==> config.mk <==
export PLATFORM = sky130hd
export DESIGN_NAME = instr_sequencer
export DESIGN_NICKNAME = d
export VERILOG_FILES = /design/src/rtl/instr_sequencer_pkg.sv /design/src/rtl/instr_sequencer.sv
export SDC_FILE = /design/constraint.sdc
export NUM_CORES = 1
export LEC_CHECK = 0
export CAP_MARGIN = 10
export CORE_MARGIN = 2
export CORE_UTILIZATION = 45
export DETAILED_ROUTE_END_ITERATION = 8
export GPL_ROUTABILITY_DRIVEN = 0
export GPL_TIMING_DRIVEN = 1
export PLACE_DENSITY = 0.75
export SLEW_MARGIN = 10
export SYNTH_ARGS = -nofsm -noshare
export SYNTH_HDL_FRONTEND = slang
export SYNTH_SLANG_ARGS = --single-unit
export TNS_END_PERCENT = 30
==> constraint.sdc <==
create_clock -name clk -period 2.55 [get_ports clk]
set_input_delay 0.3825 -clock clk [delete_from_list [all_inputs] [get_ports clk]]
set_output_delay 0.3825 -clock clk [all_outputs]
set_load 0.01 [all_outputs]
==> src/rtl/instr_sequencer_pkg.sv <==
// Shared definitions for the instruction sequencer: widths, opcodes,
// instruction field positions and FSM state encoding.
package instr_sequencer_pkg;

  localparam int DEF_PC_W   = 8;
  localparam int DEF_DATA_W = 9;
  localparam int DEF_ADDR_W = 3;

  localparam int IR_W = 16;

  localparam logic [2:0] OP_NOP  = 3'd0;
  localparam logic [2:0] OP_ADD  = 3'd1;
  localparam logic [2:0] OP_SUB  = 3'd2;
  localparam logic [2:0] OP_AND  = 3'd3;
  localparam logic [2:0] OP_OR   = 3'd4;
  localparam logic [2:0] OP_LDI  = 3'd5;
  localparam logic [2:0] OP_JZ   = 3'd6;
  localparam logic [2:0] OP_HALT = 3'd7;

  localparam int IR_OP_LSB   = 13;
  localparam int IR_DST_LSB  = 10;
  localparam int IR_SRC1_LSB = 7;
  localparam int IR_SRC2_LSB = 4;

  typedef enum logic [3:0] {
    ST_IDLE   = 4'd0,
    ST_FETCH  = 4'd1,
    ST_DECODE = 4'd2,
    ST_RD_A   = 4'd3,
    ST_RD_B   = 4'd4,
    ST_CAP_B  = 4'd5,
    ST_EXEC   = 4'd6,
    ST_WB     = 4'd7,
    ST_HALT   = 4'd8
  } state_t;

endpackage

==> src/rtl/instr_sequencer.sv <==
// Multi-cycle control sequencer: fetch, decode, operand read, execute and
// write-back around an external register file and combinational ALU.
module instr_sequencer
  import instr_sequencer_pkg::*;
#(
  parameter int PC_W   = DEF_PC_W,
  parameter int DATA_W = DEF_DATA_W,
  parameter int ADDR_W = DEF_ADDR_W
) (
  input  logic              clk,
  input  logic              rst,
  input  logic              start,
  output logic [PC_W-1:0]   imem_addr,
  output logic              imem_req,
  input  logic              imem_ack,
  input  logic [IR_W-1:0]   ir_data,
  output logic [ADDR_W-1:0] rf_addr,
  output logic              rf_rd,
  output logic              rf_wr,
  output logic [DATA_W-1:0] data_in,
  input  logic [DATA_W-1:0] data_out,
  output logic [DATA_W-1:0] A,
  output logic [DATA_W-1:0] B,
  output logic [2:0]        opcode,
  input  logic [DATA_W-1:0] alu_out,
  input  logic              cy,
  input  logic              zero,
  output logic              flag_cy,
  output logic              flag_z,
  output logic              halted
);

  state_t            state;
  state_t            state_nxt;
  logic [PC_W-1:0]   pc;
  logic [IR_W-1:0]   ir;

  logic [2:0]        op;
  logic [ADDR_W-1:0] dst;
  logic [ADDR_W-1:0] src1;
  logic [ADDR_W-1:0] src2;

  assign op   = ir[IR_OP_LSB +: 3];
  assign dst  = ir[IR_DST_LSB +: ADDR_W];
  assign src1 = ir[IR_SRC1_LSB +: ADDR_W];
  assign src2 = ir[IR_SRC2_LSB +: ADDR_W];

  assign opcode    = op;
  assign imem_addr = pc;

  always_ff @(posedge clk) begin
    if (rst) state <= ST_IDLE;
    else     state <= state_nxt;
  end

  always_comb begin
    state_nxt = state;
    case (state)
      ST_IDLE, ST_HALT: if (start) state_nxt = ST_FETCH;
      ST_FETCH:         if (imem_ack) state_nxt = ST_DECODE;
      ST_DECODE: begin
        case (op)
          OP_NOP:  state_nxt = ST_FETCH;
          OP_JZ:   state_nxt = ST_FETCH;
          OP_LDI:  state_nxt = ST_WB;
          OP_HALT: state_nxt = ST_HALT;
          default: state_nxt = ST_RD_A;
        endcase
      end
      ST_RD_A:  state_nxt = ST_RD_B;
      ST_RD_B:  state_nxt = ST_CAP_B;
      ST_CAP_B: state_nxt = ST_EXEC;
      ST_EXEC:  state_nxt = ST_WB;
      ST_WB:    state_nxt = ST_FETCH;
      default:  state_nxt = ST_IDLE;
    endcase
  end

  // Strobes are pure state decodes, so a reset clears them on the next cycle.
  always_comb begin
    imem_req = 1'b0;
    rf_rd    = 1'b0;
    rf_wr    = 1'b0;
    rf_addr  = '0;
    halted   = 1'b0;
    case (state)
      ST_FETCH: imem_req = 1'b1;
      ST_RD_A: begin
        rf_rd   = 1'b1;
        rf_addr = src1;
      end
      ST_RD_B: begin
        rf_rd   = 1'b1;
        rf_addr = src2;
      end
      ST_WB: begin
        rf_wr   = 1'b1;
        rf_addr = dst;
      end
      ST_HALT: halted = 1'b1;
      default: ;
    endcase
  end

  always_ff @(posedge clk) begin
    if (rst) begin
      pc      <= '0;
      ir      <= '0;
      A       <= '0;
      B       <= '0;
      data_in <= '0;
      flag_cy <= 1'b0;
      flag_z  <= 1'b0;
    end else begin
      case (state)
        ST_FETCH: begin
          if (imem_ack) begin
            ir <= ir_data;
            pc <= pc + {{(PC_W-1){1'b0}}, 1'b1};
          end
        end
        ST_DECODE: begin
          if (op == OP_LDI) data_in <= ir[DATA_W-1:0];
          if (op == OP_JZ && flag_z) pc <= ir[PC_W-1:0];
        end
        // Register file returns read data one cycle after the strobe.
        ST_RD_B:  A <= data_out;
        ST_CAP_B: B <= data_out;
        ST_EXEC: begin
          data_in <= alu_out;
          flag_cy <= cy;
          flag_z  <= zero;
        end
        default: ;
      endcase
    end
  end

endmodule
Word level (Yosys, flattened, before mapping)
Cells that the tools add are included.

Reduce and logical (&&, ||, !) cells: 12. Multiplexer cells: 14. Add/subtract/negate cells: 1. Equality and inequality tests: 15.

Operator list (number): $pmux 4 s8 (1); $pmux 9 s2 (1); $eq 4x3->1 const B (4); $mux 8 (2); $pmux 8 s2 (1); $pmux 4 s3 (1); $eq 3x3->1 const B (3); $mux 9 (1); $pmux 3 s3 (1); $add 8x1->8 const B (1); $eq 4x2->1 const B (2); $mux 4 (2); $ne 2x2->1 const B (4); $reduce_and 2->1 (3); $reduce_or 2->1 (3); $eq 4x1->1 const B (1); $eq 4x4->1 const B (1); $logic_not 4->1 (1); $mux 1 (4); $reduce_bool 2->1 (2); $logic_not 3->1 (1); $reduce_and 3->1 (1); $logic_and 1x1->1 (1).

Input bits: 40. Bits in registers: 57. Logic and storage cells: 50.

Longest topological paths before layout
Word-level depth: 4. Mapped depth: 7. Mapped depth without buffers: 5.

Least setup slack after synthesis
OpenSTA, ideal clock, no wires.

Path type: register to output. From: reg state[0]. To: out rf_addr[0]. Path buffers: 2. Required time: 2168 ps. Arrival time: 1337 ps. Stages on the path, launching flop included: 7. Slack: 831 ps. Cells stage by stage: dfxtp_1 -> clkbuf_1 -> nand2b_1 -> nor3_1 -> buf_2 -> nand2_1 -> o21ai_0.

Word-level cells in the longest chain between the ends: 2.

RTL lines: start: declaration (RTL line instr_sequencer.sv:33) `state_t state;`; start signal: assignment (RTL line instr_sequencer.sv:53) `else state <= state_nxt;`; $eq 4x3->1 / $eq 4x2->1 (equally long branches) (RTL line instr_sequencer.sv:86) `case (state)`; $pmux 3 s3 * (RTL line instr_sequencer.sv:86); end: declaration (RTL line instr_sequencer.sv:17) `output logic [ADDR_W-1:0] rf_addr,`.

Mark *: on every way between the ends. The rest lies on a longest branch, timed or not.

Worst setup path in the final report
From: reg state[2]. To: out rf_rd.

Word-level cells in the longest chain between the ends: 3.

RTL lines: $eq 4x3->1 / $eq 4x2->1 (equally long branches) (RTL line instr_sequencer.sv:86); $reduce_or 2->1 (no line) *; $mux 1 * (RTL line instr_sequencer.sv:86); end: declaration (RTL line instr_sequencer.sv:18) `output logic rf_rd,`.

Marked as above.

==> results_dict.tcl <==
set metrics [dict create \
    cp_max_fo 9 \
    hold_buffers 0 \
    fp.dieH_um 80.2 \
    synth_edf_count 0 \
    cp_slowest_cell "clkdlybuf4s50_1" \
    final_cell_area_um2 3740 \
    fin_crit_ns 2.43 \
    nets 447 \
    synthTopCellsByCount "83 x nand2_1, 57 x dfxtp_1, 46 x a21oi_1" \
    row_count 27 \
    vias 2635 \
    post_synth_inst_count 322 \
    totalPowerFinal_uw 2030 \
    ys_async_sr_fraction 0 \
    synth_top_area_share 0.437 \
    drt_pass1_iterations 4 \
    reg2regPathDepth 5 \
    die_area_um2 6430 \
    tritoncts "yes" \
    drc 0 \
    synth_cell_type_count 42 \
    syn-cell-area_um2 2610 \
    cts.sink_count 57 \
    slew-limit-headroom 0.519 \
    r2r_start "state[3]" \
    clk_root_buffer_cell "clkbuf_8" \
    grt_max_degree 35 \
    crit_chain "buf_4 > nor2b_1 > nand2_1 > o21ai_0 > clkdlybuf4s50_1" \
    wl_per_cell_um 15.2 \
    synth_fp_nets 363 \
    dp_hpwl_um 5200 \
    yosysWarningCount 0 \
    start_util 0.472 \
    hold_violations 0 \
    critPathRequiredTime_ns 2.17 \
    max-vdd-ir-drop_mv 0.297 \
    first_global_vias 2405 \
    drt-total-wl_um 7330 \
    rsz0062_at_grt "false" \
    seq_area_frac_synth 0.437 \
    max_clock_freq_mhz 412 \
    leakage_uw 0.00138 \
    final.setup_skew_ns 0.00728 \
    reg2reg_to "data_in[4]" \
    worst_slew_pin_slew_ns 0.719 \
    synth-seq-cells 57 \
    status "complete, no violations" \
    first_iter_violations 177 \
    regArea_um2 1140 \
    timing_worst_setup_path_type "reg2out" \
    grt-ovfl-total 0 \
    finalMaxSlewViolations 0 \
    drtAntennaViolNets 0 \
    cp_data_arrival_time_ns 2.04 \
    synth_area_leader_cell "dfxtp_1" \
    period_share 0.952 \
    yosys-top-cells-area "dfxtp_1 44%, nand2_1 12%, a21oi_1 8.8%" \
    clk_pin_slew_ns 0.06 \
    antennaDiodeCount 0 \
    crit_end "rf_rd" \
    grt_pass1_wl_um 11700 \
    insertion_delay_ns 0.33 \
    core_area_um2 5540 \
    io_buffers 86 \
    tns_ns 0 \
    placed_cells 467 \
    whs_ns 0.457 \
    setup_violations 0 \
    hold_class "reg2reg" \
    fillCellCount 490 \
    cts_max_path_buffers 2 \
    crit_path_start_kind "register" \
    gr-usage-all-layers 0.236 \
    die_w_um 80.2 \
    routed_via_density 5.46 \
    yosys_most_used_dff "dfxtp_1" \
    syn_to_final_growth_pct 43.2 \
    r2r_setup_slack_ns 0.60 \
    slowest_delay_ns 0.58 \
    power_density_nw_per_um2 542 \
    crit_start "state[2]" \
    ioPinCount 87 \
    antenna_found_initial 0 \
    place_area_um2 3520 \
    synth_area_per_cell_um2 8.11 \
    cts_setup_buffers 0 \
    synth_most_common_cell "nand2_1" \
    multiInputGateArea_um2 1350 \
    cts_made_buffers 9 \
    drv_cap 0 \
    crit_path_end_kind "output pin" \
    htreeDepth 3 \
    fin_cells 483 \
    drive_gt1_frac 0.0852 \
]
area by class of cell:
type,count,area share
flip-flops and latches,57,0.305
clock buffers,14,0.0462
repair buffers,97,0.253
clock inverters,2,0.00937
inverters,1,0.00100
well taps,72,0.0241
multi-input cells,240,0.361
worst max-delay path, delay by kind of cell, from the launching register on:
| kind | cells | cell delay (ns) |
|---|---|---|
| flip-flops | 1 | 0.44 |
| AO/OA/AOI/OAI | 1 | 0.12 |
| buffers and inverters | 2 | 0.78 |
| AND/OR/NAND/NOR | 2 | 0.37 |
logic make-up (layout without fill, tap and decap cells):
| group | count (synthesis) | count (layout) | synth area share |
|---|---|---|---|
| AO/OA/AOI/OAI | 85 | 85 | 0.202 |
| multiplexers | 13 | 13 | 0.0498 |
| buffers and inverters | 25 | 114 | 0.0484 |
| XOR/XNOR | 1 | 1 | 0.00335 |
| flip-flops | 57 | 57 | 0.437 |
| adder cells (fa/ha/maj) | 1 | 1 | 0.00479 |
| AND/OR/NAND/NOR | 140 | 140 | 0.255 |
through the flow:
| step | util | setup WS, ns |
|---|---|---|
| after global routing | 0.675 | 0.0156 |
| after detailed placement | 0.635 | 0.350 |
| after CTS | 0.673 | 0.0111 |
| after floorplan | - | 0.831 |
| after global placement | 0.635 | 0.377 |
| final | 0.675 | 0.124 |
report_power, final:
group	leakage, uW	total (uW)	internal (uW)	switching (uW)
Sequential	0.000461	930	909	21.2
Clock	0.000107	881	531	350
Combinational	0.000816	218	114	104
cell usage in the layout (no fill, tap or decap), drive strengths merged, types with 2 or more instances in the layout:
cell,n
a211oi,10
a21oi,46
a31oi,4
and2,3
and3,4
buf,12
clkbuf,14
clkdlybuf4s50,82
dfxtp,57
dlymetal6s2s,3
mux2i,13
nand2,83
nand2b,5
nand3,6
nand4,2
nor2,16
nor2b,5
nor3,6
nor4,3
nor4b,2
o21ai,6
o311ai,5
o31ai,5
worst min path at each step:
| stage | start | to | cells past startpoint |
|---|---|---|---|
| CTS | flag_cy | flag_cy | 2 |
| global placement | flag_cy | flag_cy | 2 |
| floorplan | ir[9] | ir[9] | 2 |
| global route | B[3] | B[3] | 2 |
| detailed placement | flag_cy | flag_cy | 2 |
| finish | B[8] | B[8] | 2 |
metal layers:
metal  share of wire  up-vias  routed length, um  GRT usage
met1            0.46     1246               3380      0.327
met4           0.012        0                 89     0.0797
li1                -     1298                  -          -
met3           0.067        9                490     0.0573
met5               0        -                  0          0
met2            0.46       82               3370      0.358
state kept, by name, summed over array words and instances, names as in the netlist:
register   flops
flag_z         1
flag_cy        1
ir            16
state          4
imem_addr      8
B              9
A              9
data_in        9
what timing repair did:
action                                  in CTS  in global routing
pin swaps                                    0                  0
resized for setup                            1                  4
endpoints found under the setup margin       3                  3
(Power assumes the default switching activity.)
